$ cat config.mk
export PLATFORM = sky130hd
export DESIGN_NAME = elevator
export DESIGN_NICKNAME = d
export VERILOG_FILES = /design/src/rtl/elevator.sv
export SDC_FILE = /design/constraint.sdc
export NUM_CORES = 1
export LEC_CHECK = 0
export BUFFER_PORTS_ARGS = -buffer_cell sky130_fd_sc_hd__buf_2
export CAP_MARGIN = 20
export CORE_ASPECT_RATIO = 0.6
export CORE_MARGIN = 4
export CORE_UTILIZATION = 29
export CTS_CLUSTER_SIZE = 30
export DETAILED_ROUTE_END_ITERATION = 8
export PLACE_DENSITY = 0.49
export REMOVE_ABC_BUFFERS = 1
export SLEW_MARGIN = 30
export SYNTH_ARGS = -nofsm -noshare
export SYNTH_HDL_FRONTEND = slang
export SYNTH_SLANG_ARGS = --single-unit
$ cat constraint.sdc
create_clock -name clk -period 3.8 [get_ports clk]
set_clock_uncertainty 0.05 [all_clocks]
set_input_delay 0.38 -clock clk [delete_from_list [all_inputs] [get_ports clk]]
set_output_delay 0.38 -clock clk [all_outputs]
set_load 0.01 [all_outputs]
$ cat src/rtl/elevator.sv
// Single-car collective (SCAN) elevator controller: latches hall/car calls,
// moves one floor every TIME cycles, holds the door open for TIME cycles.
module elevator #(
  parameter int TIME = 4,
  parameter int n    = 5
) (
  input  logic         clk,
  input  logic         rst_n,
  input  logic [n-1:0] button_out,
  input  logic [n-1:0] button_in,
  output logic         open,
  output logic         close_n,
  output logic         up,
  output logic         down,
  output logic [n-1:0] current_floor
);

  typedef enum logic [1:0] {S_IDLE, S_MOVE_UP, S_MOVE_DOWN, S_DOOR_OPEN} state_t;
  typedef enum logic {DIR_UP = 1'b0, DIR_DOWN = 1'b1} dir_t;

  localparam logic [7:0]   T_LAST = 8'(TIME - 1);
  localparam logic [n-1:0] ONE    = {{(n-1){1'b0}}, 1'b1};

  state_t       r_state, w_state_nxt;
  dir_t         r_dir, w_dir_nxt;
  logic [7:0]   r_timer, w_timer_nxt;
  logic [n-1:0] r_floor, w_floor_nxt;
  logic [n-1:0] r_req, w_clear;
  logic [n-1:0] w_buttons, w_req_all, w_next_floor;
  logic         w_here, w_any_above, w_any_below, w_beyond;
  logic         r_open, r_up, r_down;
  logic         w_open_nxt, w_up_nxt, w_down_nxt;

  // Masks of floors strictly above / below a one-hot position.
  function automatic logic [n-1:0] above_mask(input logic [n-1:0] f);
    return ~((f << 1) - ONE);
  endfunction

  function automatic logic [n-1:0] below_mask(input logic [n-1:0] f);
    return f - ONE;
  endfunction

  assign w_buttons    = button_out | button_in;
  assign w_req_all    = r_req | w_buttons;
  assign w_here       = |(w_req_all & r_floor);
  assign w_any_above  = |(w_req_all & above_mask(r_floor));
  assign w_any_below  = |(w_req_all & below_mask(r_floor));
  assign w_next_floor = (r_state == S_MOVE_UP) ? (r_floor << 1) : (r_floor >> 1);
  assign w_beyond     = (r_state == S_MOVE_UP) ? |(w_req_all & above_mask(w_next_floor))
                                               : |(w_req_all & below_mask(w_next_floor));

  // State register
  always_ff @(posedge clk) begin
    // NOTE: sequential state uses non-blocking assignments so every register
    // samples the values present before the edge.
    if (!rst_n) begin
      r_state <= S_IDLE;
      r_dir   <= DIR_UP;
      r_timer <= '0;
      r_floor <= ONE;
      r_req   <= '0;
      r_open  <= 1'b0;
      r_up    <= 1'b0;
      r_down  <= 1'b0;
    end else begin
      r_state <= w_state_nxt;
      r_dir   <= w_dir_nxt;
      r_timer <= w_timer_nxt;
      r_floor <= w_floor_nxt;
      r_req   <= w_req_all & ~w_clear;
      r_open  <= w_open_nxt;
      r_up    <= w_up_nxt;
      r_down  <= w_down_nxt;
    end
  end

  // Next-state logic
  always_comb begin
    // NOTE: every output of this block gets a default first, so no path
    // leaves a signal unassigned and no latch is inferred.
    w_state_nxt = r_state;
    w_dir_nxt   = r_dir;
    w_timer_nxt = r_timer;
    w_floor_nxt = r_floor;
    w_clear     = '0;
    case (r_state)
      S_IDLE: begin
        w_timer_nxt = '0;
        if (w_here) begin
          w_state_nxt = S_DOOR_OPEN;
          w_clear     = r_floor;
        end else if (w_any_above && (!w_any_below || r_dir == DIR_UP)) begin
          w_state_nxt = S_MOVE_UP;
          w_dir_nxt   = DIR_UP;
        end else if (w_any_below) begin
          w_state_nxt = S_MOVE_DOWN;
          w_dir_nxt   = DIR_DOWN;
        end
      end
      S_MOVE_UP, S_MOVE_DOWN: begin
        if (r_timer == T_LAST) begin
          w_timer_nxt = '0;
          w_floor_nxt = w_next_floor;
          // Arrival decision is made on the shift edge, keeping floor-to-floor at TIME.
          if (|(w_req_all & w_next_floor)) begin
            w_state_nxt = S_DOOR_OPEN;
            w_clear     = w_next_floor;
          end else if (!w_beyond) begin
            w_state_nxt = S_IDLE;
          end
        end else begin
          w_timer_nxt = r_timer + 8'd1;
        end
      end
      S_DOOR_OPEN: begin
        w_clear = r_floor;
        if (|(w_buttons & r_floor)) begin
          w_timer_nxt = '0;
        end else if (r_timer == T_LAST) begin
          w_timer_nxt = '0;
          w_state_nxt = S_IDLE;
        end else begin
          w_timer_nxt = r_timer + 8'd1;
        end
      end
    endcase
  end

  // Output logic, decoded from the next state and registered above
  always_comb begin
    w_open_nxt = (w_state_nxt == S_DOOR_OPEN);
    w_up_nxt   = (w_state_nxt == S_MOVE_UP);
    w_down_nxt = (w_state_nxt == S_MOVE_DOWN);
  end

  assign open          = r_open;
  assign close_n       = r_open;
  assign up            = r_up;
  assign down          = r_down;
  assign current_floor = r_floor;

endmodule

# Word-level counts from Yosys, hierarchy flattened
# Cells that the tools add are included.
# word_totals
register_bits	24
latchBits	0
mem_bits_rw	0
romBits	0
inputBits	12
output_inout_bits	9
elab_cells	70
memories	0
# op_classes
addsub	5
n_mul	0
div_mod_pow	0
magnitude_cmp	0
n_eq_ne	7
shift	0
n_mux	20
bitwise	15
n_reduce_logical	15
# ops
op	n
AND 5 bit	8
OR reduction 5 bit	7
one-hot mux 8 bit (3 select lines)	1
2-to-1 mux 5 bit	4
subtractor 5 x 1 -> 5 bit (second input constant)	4
2-to-1 mux 2 bit	8
2-to-1 mux 8 bit	2
NOT 5 bit	3
one-hot mux 5 bit (3 select lines)	1
OR 5 bit	2
adder 8 x 1 -> 8 bit (second input constant)	1
equality test 2 bit (second input constant)	4
equality test 8 x 2 -> 1 bit (second input constant)	1
one-hot mux 2 bit (3 select lines)	1
equality test 2 x 1 -> 1 bit (second input constant)	2
2-to-1 mux 1 bit	3
AND reduction 3 bit	1
logical NOT 2 bit	1
NOT 1 bit	2
AND reduction 2 bit	1
nonzero test 2 bit	1
OR reduction 2 bit	1
logical AND 1 bit	1
logical NOT 1 bit	1
logical OR 1 bit	1

# Depth between registers and ports, before layout
# depth
word_depth	12
ltp_mapped	10
mapped_depth_nobuf	9

# Worst setup path before layout
# No wires, ideal clock.
# synth_path
path_type	reg2reg
start	register r_floor[1], in the netlist current_floor[1]
end	register r_down, in the netlist down
setup_time_ps	86
t_arrival_ps	2278
required_ps	3664
slack_ps	1386
path_stages_with_launch	11
n_path_buf	1
synth_period_minus_slack_ps	2414
cell_sequence	dfxtp_1 > clkbuf_1 > inv_1 > ha_1 > nor3b_2 > xnor2_1 > o22a_1 > a21boi_0 > o22ai_2 > a21bo_4 > a211oi_1
# synth_between
elab_chain_len	11
elab_cells_between_ends	34
cone_classes	4 x add/sub; 1 x eq/ne; 10 x mux; 9 x bitwise; 10 x reduce/logical
# synth_lines
element	line_no	source
start, declared	27	logic [n-1:0] r_floor, w_floor_nxt;
start signal, assigned	69	r_floor <= w_floor_nxt;
2-to-1 mux 5 bit	48	assign w_next_floor = (r_state == S_MOVE_UP) ? (r_floor << 1) : (r_floor >> 1);
subtractor 5 x 1 -> 5 bit	36	return ~((f << 1) - ONE);
NOT 5 bit	36	
AND 5 bit	49	assign w_beyond = (r_state == S_MOVE_UP) ? |(w_req_all & above_mask(w_next_floor))
OR reduction 5 bit	49	
2-to-1 mux 1 bit	49	
2-to-1 mux 2 bit	108	end else if (!w_beyond) begin
2-to-1 mux 2 bit	105	if (|(w_req_all & w_next_floor)) begin
2-to-1 mux 2 bit	101	if (r_timer == T_LAST) begin
one-hot mux 2 bit (3 select lines) (*)	86	case (r_state)
equality test 2 bit (*)	133	w_down_nxt = (w_state_nxt == S_MOVE_DOWN);
end signal, assigned	73	r_down <= w_down_nxt;
end, declared	31	logic r_open, r_up, r_down;
# Every way passes the cells marked *; elsewhere a longest branch is shown, timed or not.
# A chain may end at the register's enable or synchronous reset.

# Worst setup path after layout
# layout_path
start	register r_state[1]
end	register r_up, in the netlist up
# layout_between
elab_chain_len	12
elab_cells_between_ends	26
cone_classes	2 x add/sub; 4 x eq/ne; 11 x mux; 4 x bitwise; 5 x reduce/logical
# layout_lines
element	line_no	source
start, declared	24	state_t r_state, w_state_nxt;
start signal, assigned	66	r_state <= w_state_nxt;
equality test 2 x 1 -> 1 bit	48, 49, 86	
2-to-1 mux 5 bit	48	
subtractor 5 x 1 -> 5 bit	36	
NOT 5 bit	36	
AND 5 bit	49	
OR reduction 5 bit	49	
2-to-1 mux 1 bit	49	
2-to-1 mux 2 bit	108	
2-to-1 mux 2 bit	105	
2-to-1 mux 2 bit	101	
one-hot mux 2 bit (3 select lines) (*)	86	
equality test 2 x 1 -> 1 bit (*)	132	w_up_nxt = (w_state_nxt == S_MOVE_UP);
end signal, assigned	72	r_up <= w_up_nxt;
end, declared	31	
# Marks and branches as above.

==> results.py <==
metrics = {
    "timing": {
        "drv_slew": 0,
        "rsz0062_at_grt": "no",
        "period_share_pct": 78.8,
        "setup_tns_ns": 0,
        "finalHoldViolCount": 0,
        "maxSlewHeadroom_pct": 56.1,
        "fin_crit_ns": 2.99,
        "setup_viol": 0,
        "max_freq_ghz": 0.334,
        "worst_pin_slew_ns": 0.658,
    },
    "route": {
        "num_vias": 1519,
        "wl_per_cell_um": 16.3,
        "via_per_inst": 5.52,
        "wirelength_mm": 4.48,
        "ant_nets": 0,
        "first_pass_iters": 5,
        "drt_iter0_markers": 193,
        "route.detailed.drc": 0,
    },
    "logic_synthesis": {
        "yosys.area_share.adder_pct": 4.67,
        "synth_seq_area_share_pct": 29.9,
        "synth_area_leaders": "dfxtp_1 30%, o21ai_0 5.3%, ha_1 4.7%, nor2_1 4.2%, nand3_1 3.7%",
        "synth_edf_count": 0,
        "muxShareOfSynthArea_pct": 4.67,
        "syn_inst": 194,
        "async_flop_share_pct": 0,
        "synthSimpleGateAreaFrac_pct": 24.5,
        "postSynthAreaPerCell_um2": 8.28,
        "synth_xor_xnor_area_share_pct": 4.91,
        "synth_top_cell_by_area": "dfxtp_1",
        "ys.flop_type": "dfxtp_1",
        "synth_area_um2": 1610,
        "synth.distinct_cells": 56,
        "yosys.area.top_type_share_pct": 29.9,
        "synth_top_family_by_area": "compound AO/OA/AOI/OAI gates",
        "synth_compound_area_share_pct": 25.5,
        "synth_seq_cells": 24,
        "yosys_warnings": 0,
    },
    "critical_path": {
        "cp.required_ns": 3.96,
        "r2r_slack_ns": 0.81,
        "path_class": "reg2reg",
        "r2r_start": "r_state[1]$_SDFF_PN0_",
        "critPathMaxFanout": 14,
        "rr_worst_depth": 9,
        "cp.arrival_ns": 3.15,
        "reg2reg_to": "up$_SDFF_PN0_",
        "worstSetupEndpointType": "register",
        "cp-start-kind": "register",
    },
    "cells_and_area": {
        "drive_above_1_share_pct": 21.5,
        "nets": 228,
        "syn2layout_area_growth_pct": 12.6,
        "register_area_um2": 480,
        "layout_common_cells": "24 x dfxtp_1, 20 x buf_2, 18 x nor2_1, 17 x o21ai_0, 12 x nand3_1",
        "multi_input_area_um2": 1030,
        "final_common_cell": "dfxtp_1",
        "final_cells": 275,
        "antenna_cells": 0,
        "post-route-util_pct": 34.8,
        "fill_cells": 566,
    },
    "clocking": {
        "cts.htree.levels": 1,
        "post-cts-setup-buffers": 0,
        "cts_root_buf": "clkbuf_8",
        "clkSlewWorstSetupHoldPaths_ns": 0.09,
        "cts.path.max_buffers": 2,
        "cts-resized-gates": 0,
        "tritoncts": "built",
        "cts.sinks": 24,
        "cts_made_buffers": 3,
        "hold_buffers": 0,
        "clk_latency_ns": 0.27,
    },
    "placed_design": {
        "dp_cells": 271,
        "io_buffers": 20,
        "gp_congestion": 0.878,
        "hpwlAfterDp_mm": 3.41,
    },
    "floorplan": {
        "rows": 20,
        "die_w_um": 104,
        "die_y_um": 65.7,
        "io_pins": 21,
        "core-area_um2": 5200,
        "die_area_um2": 6830,
        "start_util_pct": 30.9,
    },
    "global_routing": {
        "grt_max_degree": 17,
        "grt_first_pass_wirelength_mm": 7.52,
        "track_usage_pct": 14.0,
        "antenna_found_initial": 0,
        "grt_overflow": 0,
        "grt_pass1_vias": 1401,
    },
    "hold_path": {
        "hp-start": "rst_n",
        "holdPathEnd": "current_floor[0]$_SDFFE_PN1P_",
        "holdPathStages": 2,
        "worstHoldPathType": "in2reg",
    },
    "flow_run": {
        "max_cap_violations": 0,
    },
    "outcome": {
        "status": "finished, final reports clean",
    },
    "power": {
        "power_density_nw_per_um2": 469,
        "max-vdd-ir-drop_uv": 156,
        "p_leak_nw": 0.735,
    },
}
[stage by stage]
stage | power, mW | setup slack [ns] | area, µm² | hold WS, ns
floorplan | 0.534 | 1.32 | 1550 | 0.388
global placement | 0.632 | 0.900 | 1740 | 0.419
detailed placement | 0.625 | 0.889 | 1740 | 0.444
CTS | 0.860 | 0.834 | 1810 | 0.365
global route | 0.906 | 0.608 | 1810 | 0.372
finish | 0.848 | 0.806 | 1810 | 0.377
[state kept, by name (all words and copies together) (netlist names)]
signal / count
r_state: 2
current_floor: 5
down: 1
r_dir: 1
up: 1
close_n: 1
r_req: 5
r_timer: 8
[cell families (layout without fill, tap and decap cells)]
| logic type | Yosys count | count (layout) |
|---|---|---|
| and+or+nand+nor | 70 | 70 |
| AOI/OAI and AO/OA | 59 | 59 |
| DFF | 24 | 24 |
| buffers and inverters | 19 | 34 |
| xor gates and xnor gates | 9 | 9 |
| muxes | 7 | 7 |
| adders and majority gates | 6 | 6 |
[power by group]
group / total (mW) / switching, mW / internal, mW
clock: 0.226 / 0.0849 / 0.141
sequential: 0.310 / 0.0256 / 0.285
combinational: 0.312 / 0.178 / 0.133
[worst max path at each step]
| stage | from | to | slack (ns) |
|---|---|---|---|
| final | r_state[1]$_SDFF_PN0_ | up$_SDFF_PN0_ | 0.81 |
| after global placement | r_state[1]$_SDFF_PN0_ | down$_SDFF_PN0_ | 0.90 |
| after floorplan | r_state[1]$_SDFF_PN0_ | up$_SDFF_PN0_ | 1.32 |
| after detailed placement | r_state[1]$_SDFF_PN0_ | up$_SDFF_PN0_ | 0.89 |
| after CTS | r_state[1]$_SDFF_PN0_ | up$_SDFF_PN0_ | 0.83 |
| after global routing | r_state[1]$_SDFF_PN0_ | up$_SDFF_PN0_ | 0.61 |
[cell usage after synthesis (3+ instances only)]
cell type / instances
dfxtp_1: 24
nor2_1: 18
o21ai_0: 17
nand3_1: 12
a21oi_1: 10
nand2_1: 10
inv_1: 9
ha_1: 6
nor3_1: 6
xor2_1: 5
and3_1: 4
buf_2: 4
xnor2_1: 4
a222oi_1: 3
a31oi_1: 3
mux2_2: 3
mux2i_1: 3
nor2b_1: 3
or3_1: 3
[critical path, cell delays in order, from the launching register on]
cell and delay [ns]:
dfxtp_1 0.36, inv_1 0.13, ha_1 0.50, mux2_2 0.43, a222oi_1 0.50, nand2_1 0.12
nor4_2 0.32, a31oi_1 0.16, a21bo_4 0.23, nor2b_2 0.12
[metal layers]
metal  part of all wire [%]  track usage, %  routed length [µm]
met5                      0               0                   0
met4                   0.67            3.15                  30
met3                     10            3.63                 459
met2                     35            16.8                1580
met1                     54            23.0                2410
[layout make-up]
type | count | area share, %
multi-input cells | 151 | 57.1
flip-flops and latches | 24 | 26.6
repair buffers | 21 | 5.95
well taps | 66 | 4.56
clock buffers | 3 | 2.28
inverters | 9 | 1.87
clock inverters | 1 | 1.66
Note: power is estimated with default switching activity, not from simulation.
